**config.mk**
```make
export PLATFORM = sky130hd
export DESIGN_NAME = pipelined_adder_flat
export DESIGN_NICKNAME = d
export VERILOG_FILES = /design/src/rtl/pipelined_adder_if.sv /design/src/rtl/pipelined_adder.sv /design/src/flat_wrapper.sv
export SDC_FILE = /design/constraint.sdc
export NUM_CORES = 1
export LEC_CHECK = 0
export CORE_ASPECT_RATIO = 0.8
export CORE_MARGIN = 2
export CORE_UTILIZATION = 59
export DETAILED_ROUTE_END_ITERATION = 8
export PLACE_DENSITY = 0.84
export SLEW_MARGIN = 25
export SYNTH_ARGS = -nofsm -noshare
export SYNTH_HDL_FRONTEND = slang
export SYNTH_SLANG_ARGS = --single-unit
```
**constraint.sdc**
```tcl
create_clock -name clk -period 4.6 [get_ports clk]
set_clock_uncertainty 0.2 [all_clocks]
set_input_delay 1.15 -clock clk [delete_from_list [all_inputs] [get_ports clk]]
set_output_delay 1.15 -clock clk [all_outputs]
set_load 0.005 [all_outputs]
```
**src/rtl/pipelined_adder_if.sv**
```systemverilog
// Operand/result handshake bundle for pipelined_adder.
// master drives operands and result-side ready; slave is the adder itself.
interface pipelined_adder_if #(
    parameter int WIDTH = 16
);
    logic             in_valid;
    logic             in_ready;
    logic [WIDTH-1:0] a;
    logic [WIDTH-1:0] b;
    logic             cin;
    logic             sub;
    logic             out_valid;
    logic             out_ready;
    logic [WIDTH-1:0] sum;
    logic             cout;
    logic             ovf;

    modport master (
        output in_valid, a, b, cin, sub, out_ready,
        input  in_ready, out_valid, sum, cout, ovf
    );

    modport slave (
        input  in_valid, a, b, cin, sub, out_ready,
        output in_ready, out_valid, sum, cout, ovf
    );
endinterface

```
**src/rtl/pipelined_adder.sv**
```systemverilog
// Pipelined adder/subtractor: the carry chain is cut into STAGES slices of
// WIDTH/STAGES bits, one register boundary per slice, with a global stall.
module pipelined_adder #(
    parameter int WIDTH  = 16,
    parameter int STAGES = 4
) (
    input  logic              clk,
    input  logic              rst_n,
    pipelined_adder_if.slave  bus
);
    localparam int SW = WIDTH / ((STAGES < 1) ? 1 : STAGES);

    generate
        if (STAGES < 1 || STAGES > WIDTH || (WIDTH % STAGES) != 0) begin : g_bad_params
            $error("pipelined_adder: WIDTH must be a multiple of STAGES and 1 <= STAGES <= WIDTH");
        end
    endgenerate

    logic             w_stall;
    logic [WIDTH-1:0] w_b0;
    logic             w_c0;
    logic [SW:0]      w_slice [STAGES];
    logic [WIDTH-1:0] w_res   [STAGES];

    logic             r_valid [STAGES];
    logic [WIDTH-1:0] r_res   [STAGES];
    logic [WIDTH-1:0] r_a     [STAGES];
    logic [WIDTH-1:0] r_b     [STAGES];
    logic             r_c     [STAGES];
    logic             r_amsb  [STAGES];
    logic             r_bmsb  [STAGES];

    // Subtraction reuses the adder as A + ~B + 1; cin is ignored when sub=1.
    always_comb begin
        w_b0       = bus.sub ? ~bus.b : bus.b;
        w_c0       = bus.sub | bus.cin;
        w_slice[0] = {1'b0, bus.a[SW-1:0]} + {1'b0, w_b0[SW-1:0]} + (SW+1)'(w_c0);
        w_res[0]   = WIDTH'(w_slice[0][SW-1:0]);
        for (int k = 1; k < STAGES; k++) begin
            w_slice[k] = {1'b0, r_a[k-1][SW-1:0]} + {1'b0, r_b[k-1][SW-1:0]}
                       + (SW+1)'(r_c[k-1]);
            w_res[k]   = r_res[k-1];
            w_res[k][k*SW +: SW] = w_slice[k][SW-1:0];
        end
    end

    // Operand registers are kept right-aligned: the next slice is always at bit 0.
    always_ff @(posedge clk or negedge rst_n) begin
        if (!rst_n) begin
            for (int k = 0; k < STAGES; k++) begin
                r_valid[k] <= 1'b0;
                r_res[k]   <= '0;
                r_a[k]     <= '0;
                r_b[k]     <= '0;
                r_c[k]     <= 1'b0;
                r_amsb[k]  <= 1'b0;
                r_bmsb[k]  <= 1'b0;
            end
        end else if (!w_stall) begin
            r_valid[0] <= bus.in_valid;
            r_res[0]   <= w_res[0];
            r_a[0]     <= bus.a >> SW;
            r_b[0]     <= w_b0 >> SW;
            r_c[0]     <= w_slice[0][SW];
            r_amsb[0]  <= bus.a[WIDTH-1];
            r_bmsb[0]  <= w_b0[WIDTH-1];
            for (int k = 1; k < STAGES; k++) begin
                r_valid[k] <= r_valid[k-1];
                r_res[k]   <= w_res[k];
                r_a[k]     <= r_a[k-1] >> SW;
                r_b[k]     <= r_b[k-1] >> SW;
                r_c[k]     <= w_slice[k][SW];
                r_amsb[k]  <= r_amsb[k-1];
                r_bmsb[k]  <= r_bmsb[k-1];
            end
        end
    end

    assign w_stall       = r_valid[STAGES-1] & ~bus.out_ready;
    assign bus.in_ready  = ~w_stall;
    assign bus.out_valid = r_valid[STAGES-1];
    assign bus.sum       = r_res[STAGES-1];
    assign bus.cout      = r_c[STAGES-1];
    assign bus.ovf       = (r_amsb[STAGES-1] == r_bmsb[STAGES-1])
                         && (r_res[STAGES-1][WIDTH-1] != r_amsb[STAGES-1]);
endmodule

```
**src/flat_wrapper.sv**
```systemverilog
// flat-port wrapper written by rule: the top's interface ports become plain ports
module pipelined_adder_flat 
#(
    parameter int WIDTH  = 16,
    parameter int STAGES = 4
)
  (clk, rst_n, bus_in_valid, bus_a, bus_b, bus_cin, bus_sub, bus_out_ready, bus_in_ready, bus_out_valid, bus_sum, bus_cout, bus_ovf);
  pipelined_adder_if #(.WIDTH(WIDTH)) bus_i ();
  input  logic clk;
  input  logic rst_n;
  input wire logic [$bits(bus_i.in_valid)-1:0] bus_in_valid;
  input wire logic [$bits(bus_i.a)-1:0] bus_a;
  input wire logic [$bits(bus_i.b)-1:0] bus_b;
  input wire logic [$bits(bus_i.cin)-1:0] bus_cin;
  input wire logic [$bits(bus_i.sub)-1:0] bus_sub;
  input wire logic [$bits(bus_i.out_ready)-1:0] bus_out_ready;
  output wire logic [$bits(bus_i.in_ready)-1:0] bus_in_ready;
  output wire logic [$bits(bus_i.out_valid)-1:0] bus_out_valid;
  output wire logic [$bits(bus_i.sum)-1:0] bus_sum;
  output wire logic [$bits(bus_i.cout)-1:0] bus_cout;
  output wire logic [$bits(bus_i.ovf)-1:0] bus_ovf;
  assign bus_i.in_valid = bus_in_valid;
  assign bus_i.a = bus_a;
  assign bus_i.b = bus_b;
  assign bus_i.cin = bus_cin;
  assign bus_i.sub = bus_sub;
  assign bus_i.out_ready = bus_out_ready;
  assign bus_in_ready = bus_i.in_ready;
  assign bus_out_valid = bus_i.out_valid;
  assign bus_sum = bus_i.sum;
  assign bus_cout = bus_i.cout;
  assign bus_ovf = bus_i.ovf;
  pipelined_adder #(.WIDTH(WIDTH), .STAGES(STAGES)) u_core (.clk(clk), .rst_n(rst_n), .bus(bus_i));
endmodule
```
# Word level (Yosys, flattened, before mapping)
# Cells that the tools add are included.
dict set report classes {
  addsub 8
  n_mux 1
  bitwise 5
  n_eq_ne 2
  n_reduce_logical 1
}
# cell n
set op_table {}
lappend op_table {{$add 4x4->5} 4}
lappend op_table {{$add 5x1->5} 4}
lappend op_table {{$mux 16} 1}
lappend op_table {{$not 16->16} 1}
lappend op_table {{$not 1->1} 2}
lappend op_table {{$and 1x1->1} 1}
lappend op_table {{$eq 1x1->1} 1}
lappend op_table {{$logic_and 1x1->1} 1}
lappend op_table {{$ne 1x1->1} 1}
lappend op_table {{$or 1x1->1} 1}
dict set report word_totals {
  reg_bits 104
  wordCells 43
  output_inout_bits 20
  input_bits 38
}

# Longest topological paths before layout
# Gate-level depths: netlist (run 1).
dict set report depth {
  depth_word 4
  depth_mapped 8
  mapped_depth_nobuf 6
}

# Least setup slack after synthesis (run 1)
# Ideal clock, no wire load.
dict set report synth_timing {
  kind {in2reg}
  from {input bus_sub}
  to {register u_core.r_c[3] in the netlist's numbering}
  setup_ps 122
  arrival_ps 2918
  slack_ps 1359
  stages 8
  cell_sequence {buf_4 > buf_6 > or2_2 > fa_1 > fa_1 > a21o_1 > a21oi_1 > a21oi_1}
}
dict set report synth_via {
  elab_chain_len 3
  word_cells_on_any_way 4
  classes_between {add/sub (2); mux (1); bitwise (1)}
}
# item line_no
set synth_rtl {}
lappend synth_rtl {{start, declared} flat_wrapper.sv:15} ;# input wire logic [$bits(bus_i.sub)-1:0] bus_sub;
lappend synth_rtl {{$mux 16} pipelined_adder.sv:35} ;# w_b0 = bus.sub ? ~bus.b : bus.b;
lappend synth_rtl {{$add 4x4->5} pipelined_adder.sv:37} ;# w_slice[0] = {1'b0, bus.a[SW-1:0]} + {1'b0, w_b0[SW-1:0]} + (SW+1)'(w_c0);
lappend synth_rtl {{$add 5x1->5 *} pipelined_adder.sv:37}
lappend synth_rtl {{end signal, assigned by index} pipelined_adder.sv:72} ;# r_c[k] <= w_slice[k][SW];
lappend synth_rtl {{end, declared} pipelined_adder.sv:29} ;# logic r_c [STAGES];
# Mark *: on every way between the ends. The rest lies on a longest branch, timed or not.
# A chain may end at the register's enable or synchronous reset.

# Final worst setup path (run 1)
dict set report layout_timing {
  from {input bus_out_ready}
  to {output bus_in_ready}
}
dict set report layout_via {
  elab_chain_len 3
}
# item line_no
set layout_rtl {}
lappend layout_rtl {{start, declared} flat_wrapper.sv:16} ;# input wire logic [$bits(bus_i.out_ready)-1:0] bus_out_ready;
lappend layout_rtl {{$not 1->1} pipelined_adder.sv:79} ;# assign w_stall = r_valid[STAGES-1] & ~bus.out_ready;
lappend layout_rtl {{$and 1x1->1} pipelined_adder.sv:79}
lappend layout_rtl {{$not 1->1} pipelined_adder.sv:80} ;# assign bus.in_ready = ~w_stall;
lappend layout_rtl {{end, declared} flat_wrapper.sv:17} ;# output wire logic [$bits(bus_i.in_ready)-1:0] bus_in_ready;
# No other way between the ends.

==> results of run 1 <==
-- logic make-up after synthesis --
kind of cell / Yosys count
simple gates: 238
flops: 98
buf+inv: 49
compound gates: 48
xor+xnor: 22
fa+ha+maj: 20
-- stage by stage --
stage          cell area [um2]  power (mW)  hold WS [ns]
2_1_floorplan             4463       2.349        0.2300
3_3_place_gp              4900       2.588        0.2488
3_5_place_dp              4900       2.667        0.2552
4_1_cts                   5070       3.161        0.2750
5_1_grt                   5074       3.436        0.2932
6_report                  5074       3.124        0.2685
-- power by group --
group | total (mW) | internal, mW | switching, mW
sequential | 1.45 | 1.24 | 0.208
combinational | 1.18 | 0.564 | 0.619
clock | 0.489 | 0.210 | 0.279
total | 3.12 | 2.02 | 1.11
-- sequential cells by signal (all words and copies together), names as in the netlist --
register	cells
u_core.r_res	24
u_core.r_a	21
u_core.r_b	21
u_core.bus.sum	16
u_core.r_amsb	4
u_core.r_bmsb	4
u_core.r_c	3
u_core.r_valid	3
u_core.bus.cout	1
u_core.bus.out_valid	1
-- tightest hold or removal path, cell delays in order, from the launching register on --
cell and delay, ns:
dfrtp_1 0.34, nand2_1 0.05, nand2_1 0.05
-- cells in the mapped netlist (5+ instances only) --
library cell	count
xor2_1	9
a21o_1	5
xnor2_1	13
inv_1	9
fa_1	8
dfrtp_1	98
nor2_1	10
buf_2	9
ha_1	12
buf_4	25
o21ai_0	27
a21oi_1	9
nand2_1	221
-- final cells by class --
class                           instances  area share, %
Sequential cell                        98          48.34
Multi-Input combinational cell        328          33.49
Timing Repair Buffer                   61          11.86
Clock buffer                           11          2.787
Tap cell                               90          2.219
Inverter                               10         0.7398
Clock inverter                          5         0.5672
-- per-layer routing --
metal	wire [um]	global-route usage (%)	up-vias	share of wire [%]
li1	-	-	1521	-
met1	3593	28.32	1445	47
met2	3691	34.83	64	48
met3	354	6.894	10	4.6
met4	73	5.000	0	0.95
met5	0	0	-	0
-- how the worst min path moves through the flow --
stage,from,endpoint,slack (ns),cells after the start
after floorplan,u_core.r_valid[1],u_core.r_valid[1],0.23,2
after global placement,u_core.r_valid[1],u_core.r_valid[1],0.25,2
after detailed placement,u_core.r_res[23],u_core.r_res[23],0.26,2
after CTS,u_core.r_res[23],u_core.r_res[23],0.28,2
after global routing,u_core.bus.sum[8],u_core.bus.sum[8],0.29,2
final,u_core.bus.sum[8],u_core.bus.sum[8],0.27,2
==> impl_metrics.csv, run 1 <==
group,metric,value,unit
die,core,7357,um2
global_route,grt_pass1_wl,13.64,mm
global_route,grt_pass1_vias,3041,
timing,layout_setup_ws,0.9833,ns
cts,ctsLongestPathBuffers,2,
setup_path,crit_cells,4,
die,die_y,81.79,um
setup_path,crit_buf_inv,3,
cells_and_area,postLayoutCoreUtil,68.96,%
cts,cts_setup_buffers,0,
logic_synthesis,synth_top_family_by_area,"simple AND/OR/NAND/NOR gates",
route,routedWlPerCell,12.79,um
route,drt_wl_total,7.712,mm
setup_path,worstPathRequired,3.25,ns
global_route,antenna_found_initial,0,
setup_path,r2r_cells,5,
flow_run,drv_cap,0,
setup_path,reg2reg_to,"u_core.bus.cout",
logic_synthesis,ys_seq_elements,98,
cts,cts_root_buffer,"clkbuf_8",
setup_path,reg2reg_from,"u_core.r_c[1]",
cells_and_area,layout_commonest_cell,"nand2_1",
logic_synthesis,synth_edf_count,0,
power,power_density,615.8,nW/um2
logic_synthesis,postSynthAreaPerCell,9.396,um2
cells_and_area,areaGrowthSynthToFinish,13.68,%
setup_path,path_class,"in -> out",
cts,insertion_delay,0.35,ns
setup_path,setup.worst_path.end_class,"output port",
logic_synthesis,synth-simple-area-share,20.55,%
setup_path,crit_path_start_kind,"input port",
timing,hold_violations,0,
cells_and_area,diodes,0,
cells_and_area,post_route_cells_drive_above_1_share,5.263,%
logic_synthesis,synthAdderAreaFrac,6.953,%
route,first_iter_violations,247,
setup_path,max_stage_delay,0.51,ns
cells_and_area,regArea,2452,um2
cts,cts_made_buffers,9,
setup_path,cp.arrival,2.27,ns
die,ios,58,
logic_synthesis,synth_mux_area_share,0,%
min_path,hold_class,"reg -> reg",
cts,hold_buffers,0,
die,die_w,101.2,um
cts,cts_tree,"built",
cells_and_area,layout.nets,566,
timing,fmax,276.5,MHz
cts,clkTransAtPathRegs,0.08,ns
cells_and_area,final_cell_mix,"221 x nand2_1, 98 x dfrtp_1, 56 x clkdlybuf4s50_1",
cts,htreeDepth,3,
setup_path,startpoint,"bus_out_ready",
place,dp_hpwl,5.167,mm
logic_synthesis,synth-compound-area-share,6.252,%
logic_synthesis,synthCells,475,
setup_path,ff2ff_setup_slack,2.48,ns
setup_path,endpoint,"bus_in_ready",
power,p_leak,2.531,nW
logic_synthesis,yosys_warnings,0,
cells_and_area,multi_input_area,1699,um2
timing,min_period_over_period,78.62,%
timing,setup_tns,0,ns
route,drc,0,
route,postRouteAntennaNets,0,
setup_path,crit_fanout,2,
setup_path,cp_cell_sequence,"clkdlybuf4s50_1, nor2b_4, inv_2, clkdlybuf4s50_1",
global_route,globalRouteOverflowTotal,0,
setup_path,critical_path.slowest_cell,"clkdlybuf4s50_1",
place,dp_slack,0.9363,ns
place,port-buffer-count,57,
route,first_pass_iters,5,
timing,grt_setup_unrepaired,"false",
logic_synthesis,synth_area,4463,um2
global_route,grt_max_degree,104,
place,gp_congestion,0.7687,
setup_path,crit_family,"buffers and inverters",
die,initial_core_util,60.66,%
timing,worst_pin_slew,0.9330,ns
setup_path,crit_top_cell,"clkdlybuf4s50_1",
route,vias,3040,
route,post_drt_via_cell_ratio,5.041,
logic_synthesis,async_reset_ff_share,100.0,%
cts,cts_resized,0,
cells_and_area,instances_no_fill,603,
die,dieArea,8280,um2
timing,final-setup-viol-count,0,
global_route,track_usage,21.36,%
logic_synthesis,yosysUniqueCellTypes,25,
die,rows,28,
cells_and_area,fillers,579,
logic_synthesis,synth-xor-area-share,4.317,%
timing,slew_violations,0,
logic_synthesis,yosys-top-cells-area,"dfrtp_1 55%, nand2_1 19%, buf_4 4.2%, fa_1 3.6%, ha_1 3.4%",
logic_synthesis,ys_seq_area_share,54.95,%
logic_synthesis,synth.top_cell.area_share,54.95,%
timing,relSlewSlack,37.80,%
timing,period_needed,3.617,ns
place,dp.cells,587,
logic_synthesis,ys.flop_type,"dfrtp_1",
status,status,"completed",
cts,cts.sinks,98,
logic_synthesis,yosys.area.top_type,"dfrtp_1",
logic_synthesis,synth_nets,533,
power,ir_drop,0.0003469,V
Note: power is estimated with default switching activity, not from simulation.
==> run 2, diff against run 1 <==
--- a/config.mk
+++ b/config.mk
@@ -7,9 +7,9 @@
 export LEC_CHECK = 0
 export CORE_ASPECT_RATIO = 0.8
 export CORE_MARGIN = 2
-export CORE_UTILIZATION = 59
+export CORE_UTILIZATION = 55
 export DETAILED_ROUTE_END_ITERATION = 8
-export PLACE_DENSITY = 0.84
+export PLACE_DENSITY = 0.8
 export SLEW_MARGIN = 25
 export SYNTH_ARGS = -nofsm -noshare
 export SYNTH_HDL_FRONTEND = slang
==> constraint.sdc (replaced) <==
create_clock -name clk -period 3.5 [get_ports clk]
set_clock_uncertainty 0.2 [all_clocks]
set_input_delay 0.875 -clock clk [delete_from_list [all_inputs] [get_ports clk]]
set_output_delay 0.875 -clock clk [all_outputs]
set_load 0.005 [all_outputs]
==> run 2 against run 1 <==
  * Critical path depth is the same
  * First-iteration DRC count decreased by 31%
  * Worst setup slack got worse by 0.54 ns
  * Critical path type unchanged
  * Largest cell class unchanged
  * Largest power group unchanged
==> impl_metrics.csv, run 2 (same netlist as run 1, synthesis figures left out) <==
group,metric,value,unit
status,status,"completed",
cells_and_area,final_cell_mix,"221 x nand2_1, 98 x dfrtp_1, 56 x clkdlybuf4s50_1",
die,ios,58,
timing,min_period_over_period,87.32,%
power,ir_drop,0.0004800,V
global_route,globalRouteOverflowTotal,0,
route,postRouteAntennaNets,0,
timing,layout_setup_ws,0.4438,ns
timing,holdWs,0.2691,ns
place,dp_slack,0.1322,ns
setup_path,crit_path_start_kind,"input port",
setup_path,crit_fanout,2,
cts,cts_made_buffers,9,
setup_path,reg2reg_to,"u_core.bus.cout",
die,die_w,104.7,um
setup_path,r2r_cells,5,
cells_and_area,layout_commonest_cell,"nand2_1",
cells_and_area,largest_reg_flops,24,
route,first_iter_violations,171,
place,port-buffer-count,57,
setup_path,path_class,"in -> out",
timing,final-setup-viol-count,0,
cts,insertion_delay,0.37,ns
cells_and_area,fillers,683,
power,power_density,816.9,nW/um2
timing,worst_pin_slew,0.9488,ns
cells_and_area,top_register,"u_core.r_res",
die,core,7910,um2
cts,clkTransAtPathRegs,0.09,ns
setup_path,setup.worst_path.end_class,"output port",
cells_and_area,final_area,5130,um2
die,initial_core_util,56.42,%
setup_path,cp.arrival,1.98,ns
global_route,grt_max_degree,104,
route,drt_wl_total,7.888,mm
cts,ctsLongestPathBuffers,2,
timing,hold_violations,0,
route,vias,3046,
timing,fmax,327.2,MHz
timing,slew_violations,0,
die,die_y,84.57,um
global_route,grt_pass1_wl,13.42,mm
cells_and_area,diodes,0,
place,dp_hpwl,5.260,mm
timing,grt_setup_unrepaired,"false",
cts,cts.sinks,98,
cells_and_area,instances_no_fill,621,
setup_path,reg2reg_from,"u_core.r_c[1]",
setup_path,worstPathRequired,2.42,ns
min_path,hold_end,"u_core.bus.sum[8]",
cells_and_area,top_regs,"u_core.r_res: 24 flops, u_core.r_a: 21 flops, u_core.r_b: 21 flops",
timing,period_needed,3.056,ns
die,rows,29,
global_route,antenna_found_initial,0,
route,post_drt_via_cell_ratio,4.905,
min_path,min_from,"u_core.bus.sum[8]",
place,gp_congestion,0.7672,
die,dieArea,8856,um2
place,dp.cells,605,
cts,cts_setup_buffers,0,
cts,cts_resized,0,
cts,cts_tree,"built",
cells_and_area,areaGrowthSynthToFinish,14.94,%
cts,cts_root_buffer,"clkbuf_8",
min_path,hold_class,"reg -> reg",
global_route,track_usage,19.31,%
min_path,whs_path_depth,2,
timing,relSlewSlack,36.74,%
global_route,grt_pass1_vias,2841,
place,postPlaceCellArea,4935,um2
flow_run,drv_cap,0,
timing,setup_tns,0,ns
power,total_power,4.191,mW
cts,hold_buffers,0,
setup_path,ff2ff_setup_slack,1.35,ns
cells_and_area,post_route_cells_drive_above_1_share,5.263,%
route,first_pass_iters,4,
route,routedWlPerCell,12.70,um
power,p_leak,2.533,nW
route,drc,0,
cells_and_area,layout.nets,566,
cts,htreeDepth,3,
cells_and_area,postLayoutCoreUtil,64.85,%
-- run 2: changes by cell type in the layout (fill, tap and decap cells not counted) --
cell / delta
inv_6: -1
clkinvlp_4: +2
clkbuf_8: -1
buf_12: +1
buf_6: -1
clkinv_4: +2
bufinv_16: +1
clkinv_2: -3
-- run 2: area by class of cell --
| class | instances | area [um2] | area share, % |
|---|---|---|---|
| Multi-Input combinational cell | 328 | 1699 | 33.12 |
| Clock buffer | 10 | 127.6 | 2.488 |
| Clock inverter | 6 | 67.56 | 1.317 |
| Inverter | 10 | 37.54 | 0.7317 |
| Tap cell | 108 | 135.1 | 2.634 |
| Sequential cell | 98 | 2452 | 47.80 |
| Timing Repair Buffer | 61 | 610.6 | 11.90 |
-- run 2: where the power goes --
group	leakage (nW)	total (mW)	switching, mW	internal (mW)
sequential	1.18	1.91	0.276	1.63
clock	0.0925	0.720	0.388	0.332
combinational	1.26	1.56	0.819	0.741
total	2.53	4.19	1.48	2.71
-- run 2: how the worst max path moves through the flow --
stage,startpoint,to,slack [ns],cells past startpoint
floorplan,bus_sub,u_core.r_c[3],0.53,8
global placement,bus_sub,u_core.r_c[3],0.15,7
detailed placement,bus_sub,u_core.r_c[3],0.13,7
CTS,bus_out_ready,bus_in_ready,0.43,4
global route,bus_out_ready,bus_in_ready,0.43,4
finish,bus_out_ready,bus_in_ready,0.44,4
-- run 2: worst max-delay path, stage by stage --
cell and delay [ns]:
clkdlybuf4s50_1 0.50, nor2b_4 0.05, inv_2 0.05, clkdlybuf4s50_1 0.50
-- run 2: routing by layer --
metal	wire length (um)	track usage, %
met1	3700	27.19
met2	3714	30.07
met3	372	4.969
met4	101	5.818
met5	0	0
